**src/rtl/alu_mc_sequencer_if.sv**
```systemverilog
// Control bundle between decode/EX control and the multi-cycle ALU sequencer.
// dbg_state/dbg_cnt expose the sequencer FSM for external checkers.
interface alu_mc_sequencer_if #(
   parameter int CNT_W = 3
);
   // Handshake: issue_valid presents an op in EX; n_stall=1 means the EX
   // instruction is accepted downstream this cycle; alu_nstall=0 is the
   // sequencer's back-pressure holding the pipeline while an op is in flight.
   logic             n_stall;
   logic             issue_valid;
   logic [6:0]       aluctl;
   logic             flush;
   logic             alu_nstall;
   logic             unit_start;
   logic             res_valid;
   logic             busy;
   logic [1:0]       op_lat;
   logic [31:0]      perf_stall;
   logic [31:0]      perf_mcops;
   logic [1:0]       dbg_state;
   logic [CNT_W-1:0] dbg_cnt;

   modport master (
      output n_stall, issue_valid, aluctl, flush,
      input  alu_nstall, unit_start, res_valid, busy, op_lat,
      input  perf_stall, perf_mcops, dbg_state, dbg_cnt
   );

   modport slave (
      input  n_stall, issue_valid, aluctl, flush,
      output alu_nstall, unit_start, res_valid, busy, op_lat,
      output perf_stall, perf_mcops, dbg_state, dbg_cnt
   );
endinterface

```
**src/rtl/alu_mc_sequencer.sv**
```systemverilog
// Multi-cycle FP op sequencer: start pulse, latency stall, result-valid flag.
// Optional performance counters enabled by defining ALU_MC_PERF_EN.
module alu_mc_sequencer #(
   parameter int LAT_L1 = 1,
   parameter int LAT_L2 = 2,
   parameter int LAT_L3 = 3,
   parameter int CNT_W  = 3
) (
   input logic               clk,
   input logic               rst,
   alu_mc_sequencer_if.slave sq
);
   localparam logic [1:0] S_IDLE = 2'd0;
   localparam logic [1:0] S_RUN  = 2'd1;
   localparam logic [1:0] S_DONE = 2'd2;

   logic [1:0]       r_state;
   logic [1:0]       w_next;
   logic [CNT_W-1:0] r_cnt;
   logic [CNT_W-1:0] w_cnt_next;
   logic [CNT_W-1:0] w_lat;
   logic [1:0]       w_class;
   logic             w_fire;
   logic             w_stall;
   logic             w_unused_ctl;

   assign w_unused_ctl = sq.aluctl[6];

   always_comb begin
      w_class = 2'd0;
      case (sq.aluctl[5:0])
         6'b010110, 6'b010111, 6'b011001, 6'b011010: w_class = 2'd1;
         6'b010000, 6'b010001, 6'b010010, 6'b010100: w_class = 2'd2;
         6'b010011:                                  w_class = 2'd3;
         default:                                    w_class = 2'd0;
      endcase
   end

   always_comb begin
      w_lat = '0;
      case (w_class)
         2'd1:    w_lat = CNT_W'(LAT_L1);
         2'd2:    w_lat = CNT_W'(LAT_L2);
         2'd3:    w_lat = CNT_W'(LAT_L3);
         default: w_lat = '0;
      endcase
   end

   // Launch only from IDLE, so an op held in DONE by a stall never re-fires.
   assign w_fire = (r_state == S_IDLE) && sq.issue_valid && (w_class != 2'd0) && !sq.flush;

   always_comb begin
      w_next     = r_state;
      w_cnt_next = r_cnt;
      if (sq.flush) begin
         w_next     = S_IDLE;
         w_cnt_next = '0;
      end else begin
         case (r_state)
            S_IDLE: begin
               if (w_fire) begin
                  w_cnt_next = w_lat - CNT_W'(1);
                  w_next     = (w_lat > CNT_W'(1)) ? S_RUN : S_DONE;
               end
            end
            S_RUN: begin
               w_cnt_next = r_cnt - CNT_W'(1);
               if (r_cnt == CNT_W'(1)) w_next = S_DONE;
            end
            S_DONE: begin
               if (sq.n_stall) w_next = S_IDLE;
            end
            default: begin
               w_next     = S_IDLE;
               w_cnt_next = '0;
            end
         endcase
      end
   end

   always_ff @(posedge clk) begin
      if (rst) begin
         r_state <= S_IDLE;
         r_cnt   <= '0;
      end else begin
         r_state <= w_next;
         r_cnt   <= w_cnt_next;
      end
   end

   // Outputs are forced to their quiet values while rst is high.
   assign w_stall       = !rst && !sq.flush && (w_fire || (r_state == S_RUN));
   assign sq.alu_nstall = !w_stall;
   assign sq.unit_start = !rst && w_fire;
   assign sq.res_valid  = !rst && (r_state == S_DONE);
   assign sq.busy       = !rst && (r_state != S_IDLE);
   assign sq.op_lat     = w_class;
   assign sq.dbg_state  = r_state;
   assign sq.dbg_cnt    = r_cnt;

`ifdef ALU_MC_PERF_EN
   logic [31:0] r_perf_stall;
   logic [31:0] r_perf_mcops;

   always_ff @(posedge clk) begin
      if (rst) begin
         r_perf_stall <= '0;
         r_perf_mcops <= '0;
      end else begin
         if (w_stall) r_perf_stall <= r_perf_stall + 32'd1;
         if (!sq.flush && (r_state == S_DONE) && sq.n_stall) r_perf_mcops <= r_perf_mcops + 32'd1;
      end
   end

   assign sq.perf_stall = r_perf_stall;
   assign sq.perf_mcops = r_perf_mcops;
`else
   assign sq.perf_stall = 32'd0;
   assign sq.perf_mcops = 32'd0;
`endif
endmodule

```
**src/flat_wrapper.sv**
```systemverilog
// flat-port wrapper written by rule: the top's interface ports become plain ports
module alu_mc_sequencer_flat 
#(
   parameter int LAT_L1 = 1,
   parameter int LAT_L2 = 2,
   parameter int LAT_L3 = 3,
   parameter int CNT_W  = 3
)
  (clk, rst, sq_n_stall, sq_issue_valid, sq_aluctl, sq_flush, sq_alu_nstall, sq_unit_start, sq_res_valid, sq_busy, sq_op_lat, sq_perf_stall, sq_perf_mcops, sq_dbg_state, sq_dbg_cnt);
  alu_mc_sequencer_if #(.CNT_W(CNT_W)) sq_i ();
  input logic clk;
  input logic rst;
  input wire logic [$bits(sq_i.n_stall)-1:0] sq_n_stall;
  input wire logic [$bits(sq_i.issue_valid)-1:0] sq_issue_valid;
  input wire logic [$bits(sq_i.aluctl)-1:0] sq_aluctl;
  input wire logic [$bits(sq_i.flush)-1:0] sq_flush;
  output wire logic [$bits(sq_i.alu_nstall)-1:0] sq_alu_nstall;
  output wire logic [$bits(sq_i.unit_start)-1:0] sq_unit_start;
  output wire logic [$bits(sq_i.res_valid)-1:0] sq_res_valid;
  output wire logic [$bits(sq_i.busy)-1:0] sq_busy;
  output wire logic [$bits(sq_i.op_lat)-1:0] sq_op_lat;
  output wire logic [$bits(sq_i.perf_stall)-1:0] sq_perf_stall;
  output wire logic [$bits(sq_i.perf_mcops)-1:0] sq_perf_mcops;
  output wire logic [$bits(sq_i.dbg_state)-1:0] sq_dbg_state;
  output wire logic [$bits(sq_i.dbg_cnt)-1:0] sq_dbg_cnt;
  assign sq_i.n_stall = sq_n_stall;
  assign sq_i.issue_valid = sq_issue_valid;
  assign sq_i.aluctl = sq_aluctl;
  assign sq_i.flush = sq_flush;
  assign sq_alu_nstall = sq_i.alu_nstall;
  assign sq_unit_start = sq_i.unit_start;
  assign sq_res_valid = sq_i.res_valid;
  assign sq_busy = sq_i.busy;
  assign sq_op_lat = sq_i.op_lat;
  assign sq_perf_stall = sq_i.perf_stall;
  assign sq_perf_mcops = sq_i.perf_mcops;
  assign sq_dbg_state = sq_i.dbg_state;
  assign sq_dbg_cnt = sq_i.dbg_cnt;
  alu_mc_sequencer #(.LAT_L1(LAT_L1), .LAT_L2(LAT_L2), .LAT_L3(LAT_L3), .CNT_W(CNT_W)) u_core (.clk(clk), .rst(rst), .sq(sq_i));
endmodule
```
**config.mk**
```make
export PLATFORM = sky130hd
export DESIGN_NAME = alu_mc_sequencer_flat
export DESIGN_NICKNAME = d
export VERILOG_FILES = /design/src/rtl/alu_mc_sequencer_if.sv /design/src/rtl/alu_mc_sequencer.sv /design/src/flat_wrapper.sv
export SDC_FILE = /design/constraint.sdc
export NUM_CORES = 1
export LEC_CHECK = 0
export CORE_MARGIN = 1
export CORE_UTILIZATION = 34
export DETAILED_ROUTE_END_ITERATION = 10
export GPL_TIMING_DRIVEN = 0
export PLACE_DENSITY = 0.95
export SLEW_MARGIN = 20
export SYNTH_ARGS = -nofsm -noshare
export SYNTH_HDL_FRONTEND = slang
export SYNTH_SLANG_ARGS = --single-unit
```
**constraint.sdc**
```tcl
create_clock -name clk -period 3.8 [get_ports clk]
set_input_delay 0.95 -clock clk [delete_from_list [all_inputs] [get_ports clk]]
set_output_delay 0.95 -clock clk [all_outputs]
set_load 0.02 [all_outputs]
```
# Word-level counts from Yosys, hierarchy flattened
# Memories as Yosys holds them, arrays and structs flattened.
# Cells that the tools add are included.
word_totals:
  regBits: 5
  romBits: 64
  out_inout_bits: 75
  memories: 1
memory_table:
  columns: ["memory", "depth", "width", "read_ports", "rd_ports_with_merged_regs", "write_ports", "line", "source"]
  rows:
  - ["(name not given)", 32, 2, 1, 0, 0, "alu_mc_sequencer.sv:31", "case (sq.aluctl[5:0])"]
classes:
  addsub: 2
  n_lt_le_gt_ge: 1
  eq_ne: 9
  n_mux: 9
  bitwise: 1
  reduce_logical: 18
ops:
  columns: ["op", "count"]
  rows:
  - ["$pmux 2 s3", 2]
  - ["$mux 2", 5]
  - ["$pmux 3 s3", 1]
  - ["$logic_and 1x1->1", 8]
  - ["$eq 2x2->1 const B", 3]
  - ["$eq 2x1->1 const B", 2]
  - ["$ne 2x1->1 const B", 2]
  - ["$reduce_bool 2->1", 2]
  - ["$eq 3x1->1 const B", 1]
  - ["$logic_not 1->1", 3]
  - ["$mux 3", 1]
  - ["$reduce_and 3->1", 1]
  - ["$sub 2x1->3 const B", 1]
  - ["$sub 3x1->3 const B", 1]
  - ["$gt 2x1->1 const B", 1]
  - ["$logic_not 2->1", 1]
  - ["$ne 2x2->1 const B", 1]
  - ["$reduce_and 2->1", 1]
  - ["$reduce_or 2->1", 1]
  - ["$logic_or 1x1->1", 1]
  - ["$not 1->1", 1]

# Longest topological paths before layout
# Gate-level depths: netlist of run 1.
# An unclocked memory read counts as a cell.
logic_depth:
  word_depth: 8
  mapped_depth: 7

# Worst setup path before layout of run 1
# No wires, ideal clock.
synth_timing:
  path_kind: "input-to-output"
  startpoint: "input sq_aluctl[0]"
  endpoint: "output sq_unit_start"
  arrival_time_ns: 2.276
  required_time_ns: 2.850
  path_slack_ns: 0.574
  path_stages: 5
  n_path_buf: 0
  cell_sequence: "inv_1 > ha_1 > inv_1 > a221o_1 > nor4_1"
synth_between:
  elab_chain_len: 6
synth_rtl:
  columns: ["element", "line", "source"]
  rows:
  - ["start: declaration", "flat_wrapper.sv:15", "input wire logic [$bits(sq_i.aluctl)-1:0] sq_aluctl;"]
  - ["$mem_v2 32x2", null, null]
  - ["$mux 2", "alu_mc_sequencer.sv:31", null]
  - ["$reduce_bool 2->1", "alu_mc_sequencer.sv:50", "assign w_fire = (r_state == S_IDLE) && sq.issue_valid && (w_class != 2'd0) && !sq.flush;"]
  - ["$logic_and 1x1->1 (2 in series)", "alu_mc_sequencer.sv:50", null]
  - ["$logic_and 1x1->1", "alu_mc_sequencer.sv:94", "assign sq.unit_start = !rst && w_fire;"]
  - ["end: declaration", "flat_wrapper.sv:18", "output wire logic [$bits(sq_i.unit_start)-1:0] sq_unit_start;"]
# No other way between the ends.

# Worst setup path after layout of run 1
layout_timing:
  startpoint: "input sq_aluctl[1]"
  endpoint: "output sq_op_lat[0]"
layout_between:
  elab_chain_len: 2
layout_rtl:
  columns: ["element", "line", "source"]
  rows:
  - ["$mem_v2 32x2", null, null]
  - ["$mux 2", "alu_mc_sequencer.sv:31", null]
  - ["end: declaration", "flat_wrapper.sv:21", "output wire logic [$bits(sq_i.op_lat)-1:0] sq_op_lat;"]
# No other way between the ends.

==> results.json, run 1 <==
{
  "status": "complete, no violations",
  "routed-via-count": 901,
  "cts.clk_slew.worst_paths_ps": 50,
  "viasPerCell": 3.60,
  "drive_gt1_share_pct": 35.6,
  "synth-seq-cells": 5,
  "synthDistinctLibCells": 37,
  "regArea_um2": 100,
  "detail-route-antenna-nets": 0,
  "worstSetupPathType": "in2out",
  "min_period_ps": 3700,
  "rows": 19,
  "multi_input_area_um2": 632,
  "r2r_end": "u_core.sq.dbg_cnt[2]",
  "hold_viol_final": 0,
  "reg2reg_slack_ps": 2510,
  "fin_nets": 236,
  "routedWlPerCell_um": 7.68,
  "antenna_cells": 0,
  "cp_cell_sequence": "clkdlybuf4s50_1 > inv_1 > ha_1 > mux2i_1 > o21a_1 > or2_1 > inv_1 > clkdlybuf4s15_1",
  "synth_ff_type": "dfxtp_1",
  "async_flop_share_pct": 0,
  "hpwl_um": 1680,
  "drv_slew": 0,
  "startpoint_type": "input pin",
  "ys_seq_area_share_pct": 9.95,
  "cap_violations": 0,
  "postRouteWirelength_um": 1920,
  "areaGrowthSynthToFinish_pct": 51.1,
  "die_width_um": 56.4,
  "drc": 0,
  "holdPathStages": 2,
  "worstPathRequired_ps": 2850,
  "die_h_um": 56.4,
  "cts_tree": "yes",
  "min_to": "u_core.sq.dbg_cnt[2]",
  "postCtsHoldBufs": 0,
  "grt_setup_unrepaired": "false",
  "regToRegStartpoint": "u_core.sq.dbg_cnt[0]",
  "initial_utilization_pct": 36.2,
  "grt_overflow": 0,
  "cp_max_fo": 4,
  "avgSynthCellArea_um2": 7.74,
  "peakVddDrop_uv": 99.0,
  "crit_top_cell": "inv_1",
  "whs_ps": 548,
  "cp_slowest_cell": "clkdlybuf4s50_1",
  "hp-start": "u_core.sq.dbg_cnt[2]",
  "drt_iter0_markers": 9,
  "grt_pass1_wl_um": 3040,
  "grt_max_degree": 11,
  "clockBufferDepth": 2,
  "slowest_delay_ps": 540,
  "cts_buffers": 3,
  "ff2ff_path_depth": 5,
  "power.density_nw_per_um2": 175,
  "max_freq_ghz": 0.271,
  "antenna_found_initial": 0,
  "cts_sinks": 5,
  "power.leakage_nw": 0.848,
  "crit_arrival_ps": 2750,
  "setup_viol": 0,
  "design.core.area_um2": 2780,
  "synth-edff-count": 0,
  "hp-class": "reg2reg",
  "die_area_um2": 3180,
  "synthesis.instances": 130,
  "htree_levels": 1,
  "worst_clock_skew_ps": 1.57,
  "ioPinCount": 87,
  "fill_cells": 290,
  "syn_area_um2": 1010,
  "io_buffers": 21,
  "fin_total_pwr_uw": 266,
  "grt_pass1_vias": 729,
  "final_util_pct": 54.7,
  "synth_warnings": 0,
  "grt_usage_pct": 12.0,
  "fin_crit_sh_pct": 97.3,
  "first_pass_iters": 4,
  "gp_congestion": 0.760,
  "clk_latency_ps": 250,
  "root_buffer": "clkbuf_4",
  "cp-end-kind": "primary output"
}
## cell type report
cell class                 instances  area share, %
inverter                           7           1.73
clock buffer                       4           1.73
multi-input combinational        115           41.6
sequential                         5           6.58
buffer                            66           32.2
timing repair buffer              22           13.7
tap                               31           2.55
## how the worst max path moves through the flow
stage / startpoint / end / slack [ps] / depth (start not counted)
after floorplan: sq_aluctl[0] / sq_unit_start / 570 / 5
after detailed placement: sq_aluctl[1] / sq_alu_nstall / -240 / 7
after global routing: sq_aluctl[1] / sq_op_lat[0] / 1 / 8
after CTS: sq_aluctl[1] / sq_alu_nstall / -30 / 7
final: sq_aluctl[1] / sq_op_lat[0] / 100 / 8
after global placement: sq_aluctl[1] / sq_alu_nstall / -230 / 7
## worst max-delay path, delay by kind of cell
| family | cells | cell delay (ps) |
|---|---|---|
| AO/OA/AOI/OAI | 1 | 190 |
| adder cells (fa/ha/maj) | 1 | 290 |
| buffers and inverters | 4 | 1010 |
| multiplexers | 1 | 70 |
| AND/OR/NAND/NOR | 1 | 240 |
## what timing repair did
| item | in CTS | in global routing |
|---|---|---|
| endpoints found under the setup margin | 3 | 4 |
| endpoints found under the hold margin | 0 | 0 |
| setup buffers | 0 | 1 |
| gates resized for setup | 3 | 7 |
| pin swaps | 0 | 1 |
## registers in the layout, indices dropped and copies added (netlist names)
| signal | cells |
|---|---|
| u_core.sq.dbg_cnt | 3 |
| u_core.sq.dbg_state | 2 |
## per-layer routing
| metal | track usage, % | vias to the layer above | share of wire [%] |
|---|---|---|---|
| li1 | - | 480 | - |
| met1 | 13.0 | 362 | 39 |
| met2 | 21.6 | 53 | 49 |
| met3 | 3.46 | 6 | 9.9 |
| met4 | 5.23 | 0 | 1.6 |
| met5 | 0 | - | 0 |
## cell families after synthesis
group                      count (synthesis)  synth area share, %
and+or+nand+nor                           29                 17.9
adders and majority gates                  4                 4.98
AOI/OAI and AO/OA                         15                 12.6
DFF                                        5                 9.95
other                                      1                0.373
buffers and inverters                     73                 51.2
xor gates and xnor gates                   1                0.871
muxes                                      2                 2.11
## cells in the mapped netlist, types with 2 or more instances
master     n  area, um2
buf_4     64        480
nor2_1     8       30.0
inv_1      7       26.3
dfxtp_1    5        100
ha_1       4       50.1
nand2b_1   4       25.0
nor3_1     4       20.0
o21ai_0    3       15.0
a21oi_1    2       10.0
nor4b_1    2       17.5
## cells in the final DEF (no fill, tap or decap), drive strengths merged, types with 2 or more instances in the layout
cell type	n
ha	4
buf	67
conb	64
nand2b	5
inv	7
o21ai	3
or2	2
o41ai	2
dfxtp	5
a21oi	2
clkbuf	6
nor2	8
clkdlybuf4s50	18
nor4b	2
nor3	4
## through the flow
step / std cells / worst slack (ps) / TNS, ps / area [um2]
global route: 250 / 1.31 / 0 / 1520
detailed placement: 245 / -241 / -664 / 1490
global placement: 245 / -232 / -617 / 1490
floorplan: 193 / 574 / 0 / 1240
CTS: 249 / -34.9 / -34.9 / 1510
finish: 250 / 104 / 0 / 1520
## report_power, final
part / total (mW) / internal, mW / leakage (nW) / switching [mW]
Clock: 0.0669 / 0.0400 / 0.0150 / 0.0269
Combinational: 0.146 / 0.0644 / 0.793 / 0.0814
Sequential: 0.0533 / 0.0529 / 0.0403 / 0.000396
Total: 0.266 / 0.157 / 0.848 / 0.109
Power figures use the tool's default switching activity.
==> run 2, diff against run 1 <==
--- a/config.mk
+++ b/config.mk
@@ -5,6 +5,7 @@
 export SDC_FILE = /design/constraint.sdc
 export NUM_CORES = 1
 export LEC_CHECK = 0
+export ABC_AREA = 1
 export CORE_MARGIN = 1
 export CORE_UTILIZATION = 34
 export DETAILED_ROUTE_END_ITERATION = 10
==> results.json, run 2 <==
{
  "status": "complete, no violations",
  "fill_cells": 280,
  "routedWlPerCell_um": 6.71,
  "min_period_ps": 3730,
  "cp_max_fo": 4,
  "drv_slew": 0,
  "setup_viol": 0,
  "postRouteWirelength_um": 1790,
  "first_pass_iters": 6,
  "grt_overflow": 0,
  "power.density_nw_per_um2": 189,
  "fin_nets": 253,
  "grt_setup_unrepaired": "false",
  "ioPinCount": 87,
  "synth_area_leader_cell": "buf_4",
  "switching_share_pct": 41.5,
  "areaGrowthSynthToFinish_pct": 51.8,
  "synth.most_common_cell": "buf_4",
  "worstPathRequired_ps": 2850,
  "clockBufferDepth": 2,
  "grt_pass1_vias": 716,
  "die_width_um": 55.7,
  "gp_congestion": 0.816,
  "worst_clock_skew_ps": 1.54,
  "drc": 0,
  "async_flop_share_pct": 0,
  "layout.cells.non_filler": 267,
  "io_buffers": 21,
  "grt_max_degree": 7,
  "whs_ps": 540,
  "synth_warnings": 0,
  "ff2ff_path_depth": 6,
  "min_to": "u_core.sq.dbg_cnt[0]",
  "clk_latency_ps": 240,
  "cts_buffers": 3,
  "antenna_cells": 0,
  "die_h_um": 55.7,
  "dp_cells": 263,
  "avgSynthCellArea_um2": 6.64,
  "postCtsSetupBuffers": 0,
  "drt_iter0_markers": 4,
  "intPower_uw": 165,
  "holdPathStages": 2,
  "worstSetupPathType": "in2out",
  "root_buffer": "clkbuf_4",
  "hold_viol_final": 0,
  "largest_register_ffs": 3,
  "power_switching_uw": 117,
  "reg2reg_slack_ps": 2480,
  "ys_seq_area_share_pct": 10.2,
  "synth_ff_type": "dfxtp_1",
  "clock_power_share_pct": 21.4,
  "hpwl_um": 1670,
  "grt_pass1_wl_um": 2860,
  "p_seq_share_pct": 19.9,
  "cp-end-kind": "primary output",
  "initial_utilization_pct": 35.6,
  "synth-seq-cells": 5,
  "crit_arrival_ps": 2780,
  "synthesis.instances": 148,
  "design.core.area_um2": 2760,
  "synthDistinctLibCells": 21,
  "ys_top_cells_by_area": "buf_4 (49%), dfxtp_1 (10%), nand2_1 (7.6%)",
  "rows": 19,
  "power.leakage_nw": 0.930,
  "hp-class": "reg2reg",
  "final_cell_mix": "buf_4 (64), conb_1 (64), nand2_1 (20), clkdlybuf4s50_1 (19), nor2_1 (17)",
  "r2r_end": "u_core.sq.dbg_cnt[1]",
  "max_freq_ghz": 0.268,
  "cap_violations": 0,
  "viasPerCell": 3.36,
  "drive_gt1_share_pct": 33.5,
  "cts_tree": "yes",
  "routed-via-count": 897,
  "yosys.area.top_type_share_pct": 48.9,
  "ys_top_cells_by_count": "buf_4 (64), nand2_1 (20), nor2_1 (17)",
  "synth-edff-count": 0,
  "grt_usage_pct": 11.3,
  "die_area_um2": 3110,
  "totalNegativeSetupSlack_ps": 0,
  "regToRegStartpoint": "u_core.sq.dbg_cnt[0]",
  "htree_levels": 1,
  "comb_power_share_pct": 58.7,
  "peakVddDrop_uv": 151,
  "hp-start": "u_core.sq.dbg_cnt[0]",
  "startpoint_type": "input pin",
  "cts.clk_slew.worst_paths_ps": 40,
  "cts_sinks": 5,
  "antenna_found_initial": 0,
  "detail-route-antenna-nets": 0,
  "fin_crit_sh_pct": 98.2,
  "syn_area_um2": 982
}
-- run 2: cell count changes in the layout (fill, tap and decap cells not counted), moves of 3 or more --
cell / previous run / this run
o21ai_0: 3 / 0
nand2_1: 1 / 20
inv_2: 0 / 4
inv_1: 7 / 10
nor3_1: 3 / 0
nand2b_1: 4 / 0
nor2_1: 8 / 17
nand3_1: 1 / 8
-- run 2: per-stage QoR --
| stage | instance area [um2] | total power [mW] | setup slack (ps) | util, % |
|---|---|---|---|---|
| 2_1_floorplan | 1220 | 0.196 | 951 | - |
| 3_3_place_gp | 1470 | 0.218 | -70.1 | 53.2 |
| 3_5_place_dp | 1470 | 0.219 | -110 | 53.2 |
| 4_1_cts | 1490 | 0.282 | 69.0 | 54.1 |
| 5_1_grt | 1490 | 0.300 | 4.50 | 54.1 |
| 6_report | 1490 | 0.282 | 68.4 | 54.1 |
-- run 2: area by class of cell --
type	count	area, um2	area share [%]
Buffer	64	480	32.2
Clock buffer	4	26.3	1.76
Inverter	15	56.3	3.78
Multi-Input combinational cell	127	582	39.0
Sequential cell	5	100	6.71
Tap cell	31	38.8	2.60
Timing Repair Buffer	21	208	13.9
-- run 2: logic make-up after synthesis --
family / count (synthesis) / synth area share, %
fa+ha+maj: 4 / 5.10
other cells: 1 / 0.382
simple gates: 54 / 26.6
flops: 5 / 10.2
compound gates: 5 / 3.06
buf+inv: 79 / 54.6
-- run 2: timing repair --
item | in CTS | in global routing
hold buffers | 0 | 0
endpoints found under the setup margin | 2 | 0
resized for setup | 2 | 0
-- run 2: worst max-delay path by stage --
stage | startpoint | endpoint | slack [ps] | cells past startpoint
6_report | sq_aluctl[1] | sq_op_lat[0] | 70 | 8
3_3_place_gp | sq_aluctl[1] | sq_alu_nstall | -70 | 11
3_5_place_dp | sq_aluctl[1] | sq_alu_nstall | -110 | 11
2_1_floorplan | sq_aluctl[0] | sq_unit_start | 950 | 8
5_1_grt | sq_aluctl[1] | sq_op_lat[0] | 5 | 8
4_1_cts | sq_aluctl[1] | sq_op_lat[0] | 70 | 8
-- run 2: worst max-delay path, stage by stage --
cell and delay, ps:
clkdlybuf4s50_1 500, inv_1 50, ha_1 270, nand2_1 50, nand2_1 50, nand3_1 160, inv_1 130, clkdlybuf4s50_1 620
-- run 2: per-layer routing --
metal / routed length, um / global-route usage (%) / share of wire [%]
met1: 655 / 10.3 / 37
met2: 983 / 23.6 / 55
met3: 153 / 1.63 / 8.5
met4: 0 / 5.36 / 0
met5: 0 / 0 / 0
-- run 2: power by group through the flow --
stage / clock network [mW] / logic, mW / registers [mW]
6_report: 0.0603 / 0.165 / 0.0561
5_1_grt: 0.0659 / 0.178 / 0.0564
4_1_cts: 0.0632 / 0.163 / 0.0561
3_5_place_dp: 0 / 0.163 / 0.0569
3_3_place_gp: 0 / 0.161 / 0.0570
2_1_floorplan: 0 / 0.137 / 0.0589
==> run 3, diff against run 2 <==
--- a/config.mk
+++ b/config.mk
@@ -6,7 +6,6 @@
 export NUM_CORES = 1
 export LEC_CHECK = 0
 export ABC_AREA = 1
-export CORE_MARGIN = 1
 export CORE_UTILIZATION = 34
 export DETAILED_ROUTE_END_ITERATION = 10
 export GPL_TIMING_DRIVEN = 0
==> results of run 3 <==
Same layout as run 2: the final DEF is identical, and so are final timing and power.
